`src/rtl/memory_access_if.sv`:
```
`timescale 1ns/1ps
// -----------------------------------------------------------------------------
// memory_access_if
// Data-memory request/acknowledge bus between the memory_access stage and the
// data memory.
//   req    master->slave  request, held until ack
//   we     master->slave  1 = store, 0 = load
//   addr   master->slave  word-aligned byte address
//   wdata  master->slave  store data, lane-replicated
//   wstrb  master->slave  byte strobes for stores
//   rdata  slave->master  load word
//   ack    slave->master  completes the request
// -----------------------------------------------------------------------------
interface memory_access_if #(
  parameter int XLEN = 32
);
  logic            req;
  logic            we;
  logic [XLEN-1:0] addr;
  logic [XLEN-1:0] wdata;
  logic [3:0]      wstrb;
  logic [XLEN-1:0] rdata;
  logic            ack;

  // Pipeline-stage side.
  modport master (
    output req, we, addr, wdata, wstrb,
    input  rdata, ack
  );

  // Memory side.
  modport slave (
    input  req, we, addr, wdata, wstrb,
    output rdata, ack
  );
endinterface

```
`src/rtl/memory_access.sv`:
```
`timescale 1ns/1ps
// -----------------------------------------------------------------------------
// memory_access
// Memory stage of the multicycle RV32I core. Takes one instruction from
// execute, performs its load/store over the dmem req/ack bus, formats load
// data and hands the result to write-back. Non-memory ops pass through with
// one cycle of latency.
//
// Ports
//   clk, rst                 clock, asynchronous active-high reset
//   startSig                 one-cycle kick out of IDLE
//   beforePipReadyToSend     execute holds a valid instruction
//   nextPipReadyToRcv        write-back can take the held instruction
//   ex_*                     instruction payload from execute
//   curPipReadyToRcv         ex_* are sampled this cycle
//   curPipReadyToSend        result valid toward write-back
//   wb_valid/idx/val         write-back payload
//   wb_en_valid/idx/data     write-back register load enables (transfer pulse)
//   bp_idx, bp_val           bypass toward decode, 0 unless forwarding
//   dmem                     data memory bus (memory_access_if.master)
//   misalign                 misaligned access being held in SENDING
//
// Build option
//   MEM_MISALIGN_CHECK_EN    when defined, misaligned H/W accesses skip the
//                            memory, report misalign and suppress wb_valid.
//                            When undefined, misalign is tied 0 and the
//                            address is aligned down to the access size.
// -----------------------------------------------------------------------------
module memory_access #(
  parameter int XLEN    = 32,
  parameter int REG_IDX = 5
) (
  input  logic               clk,
  input  logic               rst,
  input  logic               startSig,
  input  logic               beforePipReadyToSend,
  input  logic               nextPipReadyToRcv,
  input  logic               ex_valid,
  input  logic [REG_IDX-1:0] ex_idx,
  input  logic [XLEN-1:0]    ex_val,
  input  logic [XLEN-1:0]    ex_store_data,
  input  logic               ex_is_load,
  input  logic               ex_is_store,
  input  logic [2:0]         ex_funct3,
  output logic               curPipReadyToRcv,
  output logic               curPipReadyToSend,
  output logic               wb_valid,
  output logic [REG_IDX-1:0] wb_idx,
  output logic [XLEN-1:0]    wb_val,
  output logic               wb_en_valid,
  output logic               wb_en_idx,
  output logic               wb_en_data,
  output logic [REG_IDX-1:0] bp_idx,
  output logic [XLEN-1:0]    bp_val,
  memory_access_if.master    dmem,
  output logic               misalign
);

  typedef enum logic [1:0] {IDLE, WAIT_BEF, MEM_REQ, SENDING} state_t;

  localparam logic [1:0] SZ_B = 2'd0;
  localparam logic [1:0] SZ_H = 2'd1;
  localparam logic [1:0] SZ_W = 2'd2;

  state_t             state;
  logic               valid_q;
  logic [REG_IDX-1:0] idx_q;
  logic [XLEN-1:0]    val_q;
  logic [XLEN-1:0]    sdata_q;
  logic               is_load_q;
  logic               is_store_q;
  logic [2:0]         funct3_q;
  logic [XLEN-1:0]    rdata_q;
`ifdef MEM_MISALIGN_CHECK_EN
  logic               misalign_q;
`endif

  // Access size. Stores only know SB/SH/SW; loads add the unsigned forms.
  // Anything unlisted behaves as a word access.
  function automatic logic [1:0] size_of(input logic is_store, input logic [2:0] f3);
    logic [1:0] sz;
    sz = SZ_W;
    if (f3 == 3'b000 || (!is_store && f3 == 3'b100))      sz = SZ_B;
    else if (f3 == 3'b001 || (!is_store && f3 == 3'b101)) sz = SZ_H;
    return sz;
  endfunction

  logic accept;
  logic in_mem;
  logic in_send;
  logic go_mem;

  assign in_mem            = (state == MEM_REQ);
  assign in_send           = (state == SENDING);
  assign curPipReadyToRcv  = (state == WAIT_BEF) | (in_send & nextPipReadyToRcv);
  assign curPipReadyToSend = in_send;
  assign accept            = curPipReadyToRcv & beforePipReadyToSend;

`ifdef MEM_MISALIGN_CHECK_EN
  // A misaligned half/word access is routed straight to SENDING.
  logic misalign_in;
  always_comb begin
    misalign_in = 1'b0;
    if (ex_is_load | ex_is_store) begin
      case (size_of(ex_is_store, ex_funct3))
        SZ_H:    misalign_in = ex_val[0];
        SZ_W:    misalign_in = |ex_val[1:0];
        default: misalign_in = 1'b0;
      endcase
    end
  end
  assign go_mem   = (ex_is_load | ex_is_store) & ~misalign_in;
  assign misalign = misalign_q & in_send;
`else
  assign go_mem   = ex_is_load | ex_is_store;
  assign misalign = 1'b0;
`endif

  // Stage FSM and payload latches. An accept can happen from WAIT_BEF or
  // from SENDING when write-back takes the current result in the same cycle,
  // so it is handled ahead of the per-state moves.
  always_ff @(posedge clk or posedge rst) begin
    if (rst) begin
      state      <= IDLE;
      valid_q    <= 1'b0;
      idx_q      <= '0;
      val_q      <= '0;
      sdata_q    <= '0;
      is_load_q  <= 1'b0;
      is_store_q <= 1'b0;
      funct3_q   <= '0;
      rdata_q    <= '0;
`ifdef MEM_MISALIGN_CHECK_EN
      misalign_q <= 1'b0;
`endif
    end else if (accept) begin
      valid_q    <= ex_valid;
      idx_q      <= ex_idx;
      val_q      <= ex_val;
      sdata_q    <= ex_store_data;
      is_load_q  <= ex_is_load;
      is_store_q <= ex_is_store;
      funct3_q   <= ex_funct3;
`ifdef MEM_MISALIGN_CHECK_EN
      misalign_q <= misalign_in;
`endif
      state      <= go_mem ? MEM_REQ : SENDING;
    end else begin
      case (state)
        IDLE:     if (startSig) state <= WAIT_BEF;
        MEM_REQ:  if (dmem.ack) begin
                    rdata_q <= dmem.rdata;
                    state   <= SENDING;
                  end
        SENDING:  if (nextPipReadyToRcv) state <= WAIT_BEF;
        default:  state <= state;
      endcase
    end
  end

  // Store lane formatting from the latched instruction.
  logic [1:0]      st_size;
  logic [XLEN-1:0] st_wdata;
  logic [3:0]      st_wstrb;
  always_comb begin
    st_size  = size_of(1'b1, funct3_q);
    st_wdata = sdata_q;
    st_wstrb = 4'b1111;
    case (st_size)
      SZ_B: begin
        st_wdata = {4{sdata_q[7:0]}};
        st_wstrb = 4'b0001 << val_q[1:0];
      end
      SZ_H: begin
        st_wdata = {2{sdata_q[15:0]}};
        st_wstrb = 4'b0011 << {val_q[1], 1'b0};
      end
      default: ;
    endcase
  end

  // The bus is driven only in MEM_REQ so it reads 0 in every other state.
  assign dmem.req   = in_mem;
  assign dmem.we    = in_mem & is_store_q;
  assign dmem.addr  = in_mem ? {val_q[XLEN-1:2], 2'b00} : '0;
  assign dmem.wdata = (in_mem & is_store_q) ? st_wdata : '0;
  assign dmem.wstrb = (in_mem & is_store_q) ? st_wstrb : 4'b0000;

  // Load formatting: pick the lane by the low address bits, then extend.
  logic [7:0]      ld_byte;
  logic [15:0]     ld_half;
  logic [XLEN-1:0] ld_val;
  always_comb begin
    case (val_q[1:0])
      2'd0:    ld_byte = rdata_q[7:0];
      2'd1:    ld_byte = rdata_q[15:8];
      2'd2:    ld_byte = rdata_q[23:16];
      default: ld_byte = rdata_q[31:24];
    endcase
    ld_half = val_q[1] ? rdata_q[31:16] : rdata_q[15:0];
    case (funct3_q)
      3'b000:  ld_val = {{(XLEN-8){ld_byte[7]}}, ld_byte};
      3'b100:  ld_val = {{(XLEN-8){1'b0}}, ld_byte};
      3'b001:  ld_val = {{(XLEN-16){ld_half[15]}}, ld_half};
      3'b101:  ld_val = {{(XLEN-16){1'b0}}, ld_half};
      default: ld_val = rdata_q;
    endcase
  end

  // Write-back payload, transfer pulses and bypass.
`ifdef MEM_MISALIGN_CHECK_EN
  assign wb_valid = valid_q & ~is_store_q & ~misalign_q;
`else
  assign wb_valid = valid_q & ~is_store_q;
`endif
  assign wb_idx = idx_q;
  assign wb_val = is_load_q ? ld_val : val_q;

  assign wb_en_valid = in_send & nextPipReadyToRcv;
  assign wb_en_idx   = in_send & nextPipReadyToRcv;
  assign wb_en_data  = in_send & nextPipReadyToRcv;

  logic fwd;
  assign fwd    = in_send & wb_valid & (idx_q != '0);
  assign bp_idx = fwd ? idx_q : '0;
  assign bp_val = fwd ? wb_val : '0;

endmodule

```
`src/flat_wrapper.sv`:
```
// flat-port wrapper written by rule: the top's interface ports become plain ports
module memory_access_flat 
#(
  parameter int XLEN    = 32,
  parameter int REG_IDX = 5
)
  (clk, rst, startSig, beforePipReadyToSend, nextPipReadyToRcv, ex_valid, ex_idx, ex_val, ex_store_data, ex_is_load, ex_is_store, ex_funct3, curPipReadyToRcv, curPipReadyToSend, wb_valid, wb_idx, wb_val, wb_en_valid, wb_en_idx, wb_en_data, bp_idx, bp_val, misalign, dmem_req, dmem_we, dmem_addr, dmem_wdata, dmem_wstrb, dmem_rdata, dmem_ack);
  memory_access_if #(.XLEN(XLEN)) dmem_i ();
  input  logic clk;
  input  logic rst;
  input  logic startSig;
  input  logic beforePipReadyToSend;
  input  logic nextPipReadyToRcv;
  input  logic ex_valid;
  input  logic [REG_IDX-1:0] ex_idx;
  input  logic [XLEN-1:0] ex_val;
  input  logic [XLEN-1:0] ex_store_data;
  input  logic ex_is_load;
  input  logic ex_is_store;
  input  logic [2:0] ex_funct3;
  output logic curPipReadyToRcv;
  output logic curPipReadyToSend;
  output logic wb_valid;
  output logic [REG_IDX-1:0] wb_idx;
  output logic [XLEN-1:0] wb_val;
  output logic wb_en_valid;
  output logic wb_en_idx;
  output logic wb_en_data;
  output logic [REG_IDX-1:0] bp_idx;
  output logic [XLEN-1:0] bp_val;
  output logic misalign;
  output wire logic [$bits(dmem_i.req)-1:0] dmem_req;
  output wire logic [$bits(dmem_i.we)-1:0] dmem_we;
  output wire logic [$bits(dmem_i.addr)-1:0] dmem_addr;
  output wire logic [$bits(dmem_i.wdata)-1:0] dmem_wdata;
  output wire logic [$bits(dmem_i.wstrb)-1:0] dmem_wstrb;
  input wire logic [$bits(dmem_i.rdata)-1:0] dmem_rdata;
  input wire logic [$bits(dmem_i.ack)-1:0] dmem_ack;
  assign dmem_req = dmem_i.req;
  assign dmem_we = dmem_i.we;
  assign dmem_addr = dmem_i.addr;
  assign dmem_wdata = dmem_i.wdata;
  assign dmem_wstrb = dmem_i.wstrb;
  assign dmem_i.rdata = dmem_rdata;
  assign dmem_i.ack = dmem_ack;
  memory_access #(.XLEN(XLEN), .REG_IDX(REG_IDX)) u_core (.clk(clk), .rst(rst), .startSig(startSig), .beforePipReadyToSend(beforePipReadyToSend), .nextPipReadyToRcv(nextPipReadyToRcv), .ex_valid(ex_valid), .ex_idx(ex_idx), .ex_val(ex_val), .ex_store_data(ex_store_data), .ex_is_load(ex_is_load), .ex_is_store(ex_is_store), .ex_funct3(ex_funct3), .curPipReadyToRcv(curPipReadyToRcv), .curPipReadyToSend(curPipReadyToSend), .wb_valid(wb_valid), .wb_idx(wb_idx), .wb_val(wb_val), .wb_en_valid(wb_en_valid), .wb_en_idx(wb_en_idx), .wb_en_data(wb_en_data), .bp_idx(bp_idx), .bp_val(bp_val), .dmem(dmem_i), .misalign(misalign));
endmodule
```
`config.mk`:
```
export PLATFORM = sky130hd
export DESIGN_NAME = memory_access_flat
export DESIGN_NICKNAME = d
export VERILOG_FILES = /design/src/rtl/memory_access_if.sv /design/src/rtl/memory_access.sv /design/src/flat_wrapper.sv
export SDC_FILE = /design/constraint.sdc
export NUM_CORES = 1
export LEC_CHECK = 0
export ABC_AREA = 1
export CAP_MARGIN = 30
export CORE_MARGIN = 10
export CORE_UTILIZATION = 35
export DETAILED_ROUTE_END_ITERATION = 16
export GPL_TIMING_DRIVEN = 0
export PLACE_DENSITY_LB_ADDON = 0.25
export SYNTH_ARGS = -nofsm -noshare
export SYNTH_HDL_FRONTEND = slang
export SYNTH_SLANG_ARGS = --single-unit
```
`constraint.sdc`:
```
create_clock -name clk -period 3.1 [get_ports clk]
set_clock_uncertainty 0.05 [all_clocks]
set_input_delay 0.465 -clock clk [delete_from_list [all_inputs] [get_ports clk]]
set_output_delay 0.465 -clock clk [all_outputs]
set_load 0.01 [all_outputs]
```
* Yosys cells after proc, flatten, opt, wreduce, memory -nomap -nowiden
Cells that the tools add are included.
Storage, ports and cells: register bits 109, logic and storage cells 60
Operators by class: equality and inequality tests 12, shift-type cells 2, multiplexer cells 19, bitwise gates (word level) 10, reductions and logical operators 8
Operators with widths (number):
- $mux 32 | 4
- $pmux 32 s4 | 1
- $pmux 32 s2 | 1
- $pmux 8 s3 | 1
- $mux 16 | 1
- $mux 2 | 6
- $ne 3x2->1 const B | 3
- $pmux 4 s2 | 1
- $and 1x1->1 | 6
- $eq 2x1->1 const B | 3
- $eq 2x2->1 const B | 3
- $eq 3x3->1 const B | 2
- $logic_not 2->1 | 3
- $pmux 2 s3 | 1
- $mux 5 | 1
- $reduce_bool 5->1 | 1
- $mux 4 | 1
- $reduce_and 4->1 | 1
- $reduce_bool 4->1 | 1
- $shl 1x2->4 const A | 1
- $shl 2x2->4 const A | 1
- $eq 3x1->1 const B | 1
- $logic_not 3->1 | 1
- $reduce_and 3->1 | 1
- other kinds (3) | 5

* Logic depth before layout (Yosys ltp)
depth after elaboration 6, gate-level depth with buffers 10

* Least setup slack after synthesis
OpenSTA, ideal clock, no wires.
path type register to output, start point register u_core.funct3_q[0], end point output port bp_val[12], arrival 1.387 ns, path slack 1.198 ns, cell stages (with the launch flop) 10, path buffers 2, cell sequence dfrtp_1 > buf_2 > nor2_1 > nand2_1 > inv_1 > nand3_4 > buf_6 > nand2_1 > nand2_1 > a21oi_1
Between the ends: word-level cells in the longest chain between the ends 4, elaborated cells between the ends (all ways) 7
RTL lines:
- start, declared | line memory_access.sv:72 | logic [2:0] funct3_q;
- start signal, assigned | line memory_access.sv:143 | funct3_q <= ex_funct3;
- $eq 3x3->1 (tied with other cells)
- $pmux 32 s4 * | line memory_access.sv:201 | case (funct3_q)
- $mux 32 * | line memory_access.sv:217 | assign wb_val = is_load_q ? ld_val : val_q;
- $mux 32 * | line memory_access.sv:226 | assign bp_val = fwd ? wb_val : '0;
- end, declared | line flat_wrapper.sv:30 | output logic [XLEN-1:0] bp_val;
Every way passes the cells marked *; elsewhere a longest branch is shown, timed or not.

* Worst setup path in the final report
start point register u_core.is_load_q, end point output port bp_val[7]
Between the ends: word-level cells in the longest chain between the ends 2
RTL lines:
- start, declared | line memory_access.sv:70 | logic is_load_q;
- start signal, assigned | line memory_access.sv:141 | is_load_q <= ex_is_load;
- $mux 32 | line memory_access.sv:217
- $mux 32 | line memory_access.sv:226
Every way passes these cells.

==> metrics.cfg <==
[status]
status = complete, no violations

[global_routing]
grt_pass1_wl_um = 38400
grt.overflow.total = 0
antenna_found_initial = 2
grt_pass1_vias = 6603
grt_max_degree = 35
grt.total_usage_pct = 20.6

[sta]
finalHoldViolCount = 0
maxSlewViolCount = 0
slew_headroom_pct = 64.9
tightest_slew_ps = 525
rsz0062_at_grt = yes
timing.fmax_mhz = 336
period_share_pct = 95.9
period_needed_ps = 2970
setup_tns_ps = 0
setup_viol = 0

[placed_design]
port_buffers = 260
hpwl_um = 20300
placed_cell_area_um2 = 9210
place_inst = 1366
gp_congestion = 0.909

[worst_hold_path]
min_path_cells = 2
hold_start = u_core.sdata_q[22]
hp-class = reg2reg
whs_endpoint = u_core.sdata_q[22]

[detailed_routing]
vias = 6591
post_drt_via_cell_ratio = 4.76
drc = 0
antenna_left = 0
finalWirelength_um = 25200
drt_iter0_drc = 440
wire_per_inst_um = 18.2
drt_first_pass_iters = 5

[power_and_ir_drop]
p_sw_share_pct = 44.9
clkPwrFrac_pct = 13.9
comb_power_share_pct = 60.8
net-switching-power_mw = 4.42
p_leak_nw = 4.87
internal-power_mw = 5.42
p_seq_share_pct = 25.2
total_power_mw = 9.83
ir_worst_vdd_v = 0.000516
power_density_nw_per_um2 = 1020

[worst_setup_path]
endpoint_kind = output pin
crit_chain = buf_2 -> inv_1 -> buf_2 -> buf_2 -> nor2_1 -> nand2_1 -> o21ai_0 -> nor2_1 -> clkdlybuf4s50_1
critPathTopFamily = buffers and inverters
arrival_ps = 2460
r2r-start = u_core.state[0]
path_buf_inv = 5
crit_top_cell = buf_2
critPathLaunchType = register
slowest_delay_ps = 560
slowest_stage = clkdlybuf4s50_1
r2r_slack_ps = 1510
cp.required_ps = 2580
r2r-end = u_core.funct3_q[2]
worstSetupPathType = reg2out
reg2reg_depth = 8
crit_fanout = 10

[die]
core_area_um2 = 17400
start_util_pct = 35.9
ios = 264
rows = 48
die_y_um = 154
die_w_um = 154
dieArea_um2 = 23600

[clock_network]
clk_pin_slew_ps = 70
clockBufferDepth = 2
htreeDepth = 3
numClockSinks = 109
clkLatencyLatePin_ps = 360
cts-root-buf = clkbuf_16
cts_buffers = 9
tritoncts = yes
postCtsHoldBufs = 0
postCtsSetupBuffers = 0

[synthesis]
syn_area_per_cell_um2 = 7.14
seq_area_frac_synth_pct = 43.6
synth_area_leader_cell = dfrtp_1
synth_most_common_cell = nand2_1
synth_warnings = 0
synthArstFlopShare_pct = 100
synthCells = 876
synth_cell_types = 33
synth_common_cells = nand2_1 (229), nor2_1 (117), inv_1 (115)
synth_edf_count = 0
yosys_register_bits = 109
yosys.area.top_type_share_pct = 43.6
syn_area_um2 = 6260
synth_ff_type = dfrtp_1
netlist_top_cells_area = dfrtp_1 (44%), nand2_1 (14%), a21oi_1 (7.6%)

[layout]
area.growth.synth_to_final_pct = 54.5
drive_gt1_share_pct = 10.4
final_cells = 1384
fin_util_pct = 55.5
postLayoutCellArea_um2 = 9670
fin_nets = 1265

[job]
cap_violations = 0

## per-layer routing
layer / up-vias / global-route usage, % / share of wire [%]
met2: 243 / 33.0 / 47
met4: 0 / 7.92 / 2.9
met3: 39 / 6.50 / 8.5
met5: - / 0 / 0
met1: 3041 / 25.4 / 42
li1: 3268 / - / -
## worst max path at each step
stage	start	end	slack [ps]	depth (start not counted)
global placement	rst	u_core.val_q[12]	50	2
floorplan	u_core.funct3_q[0]	bp_val[12]	1200	9
detailed placement	u_core.is_load_q	bp_val[5]	320	7
global route	u_core.funct3_q[1]	bp_val[2]	-2	10
CTS	u_core.is_load_q	bp_val[6]	5	7
finish	u_core.is_load_q	bp_val[7]	130	9
## cell usage in the layout, fill, tap and decap left out, types with 3 or more instances in the layout
master and n:
nor2_2 6, inv_2 7, clkdlybuf4s50_1 239, o21ai_2 14, nand4_1 4, mux2_2 6
nand2_1 226, clkbuf_2 3, a21oi_1 95, clkbuf_16 9, clkinvlp_4 3, dlymetal6s2s_1 20
buf_6 12, nand2_4 3, clkbuf_1 11, inv_1 113, conb_1 3, bufinv_16 3
nor3_1 3, nand3_1 25, clkbuf_4 5, buf_12 3, o21ai_0 68, mux2_1 4
nand2_2 13, buf_4 8, dfrtp_1 109, buf_2 16, nor2_1 111
## cells by family (layout without fill, tap and decap cells)
logic type	count (synthesis)	after routing	synth area share (%)
DFF	109	109	43.6
and+or+nand+nor	396	396	25.6
buffers and inverters	177	456	13.2
AOI/OAI and AO/OA	183	183	15.8
muxes	10	10	1.80
other	1	5	0.0599
## worst reg2reg max path: cells and delay by family (launching register included)
| family | cells | cell delay, ps |
|---|---|---|
| compound gates | 2 | 240 |
| simple gates | 1 | 100 |
| buf+inv | 5 | 610 |
| flops | 1 | 470 |
## sequential cells by signal, summed over array words and instances (netlist names)
name,flops
u_core.funct3_q,3
u_core.is_load_q,1
u_core.is_store_q,1
u_core.rdata_q,32
u_core.sdata_q,32
u_core.state,2
u_core.val_q,32
u_core.valid_q,1
u_core.wb_idx,5
## metrics by stage
stage / worst slack (ps) / hold WS, ps
floorplan: 1200 / 394
global placement: 46.4 / 409
detailed placement: 319 / 410
CTS: 4.83 / 430
global route: -2.03 / 448
finish: 127 / 431
## area by class of cell
cell class | instances | area [um^2]
diodes | 2 | 5.00
clock buffers | 10 | 239
flip-flops and latches | 109 | 2730
plain buffers | 56 | 384
inverters | 121 | 458
clock inverters | 6 | 110
repair buffers | 263 | 2710
fillers | 1724 | 7750
well taps | 225 | 282
multi-input cells | 592 | 2750
## power by group through the flow
stage / combinational [mW] / clock (mW) / sequential, mW
finish: 5.98 / 1.37 / 2.48
global route: 6.60 / 1.45 / 2.55
CTS: 5.98 / 1.40 / 2.46
detailed placement: 5.94 / 0 / 2.48
global placement: 5.88 / 0 / 2.47
floorplan: 3.32 / 0 / 2.37
## repair_timing
| action | in CTS | in global routing |
|---|---|---|
| gates resized for setup | 5 | 38 |
| endpoints found under the hold margin | 0 | 0 |
| setup endpoints to repair | 8 | 58 |
No activity file was read; power rests on OpenSTA's default activity.
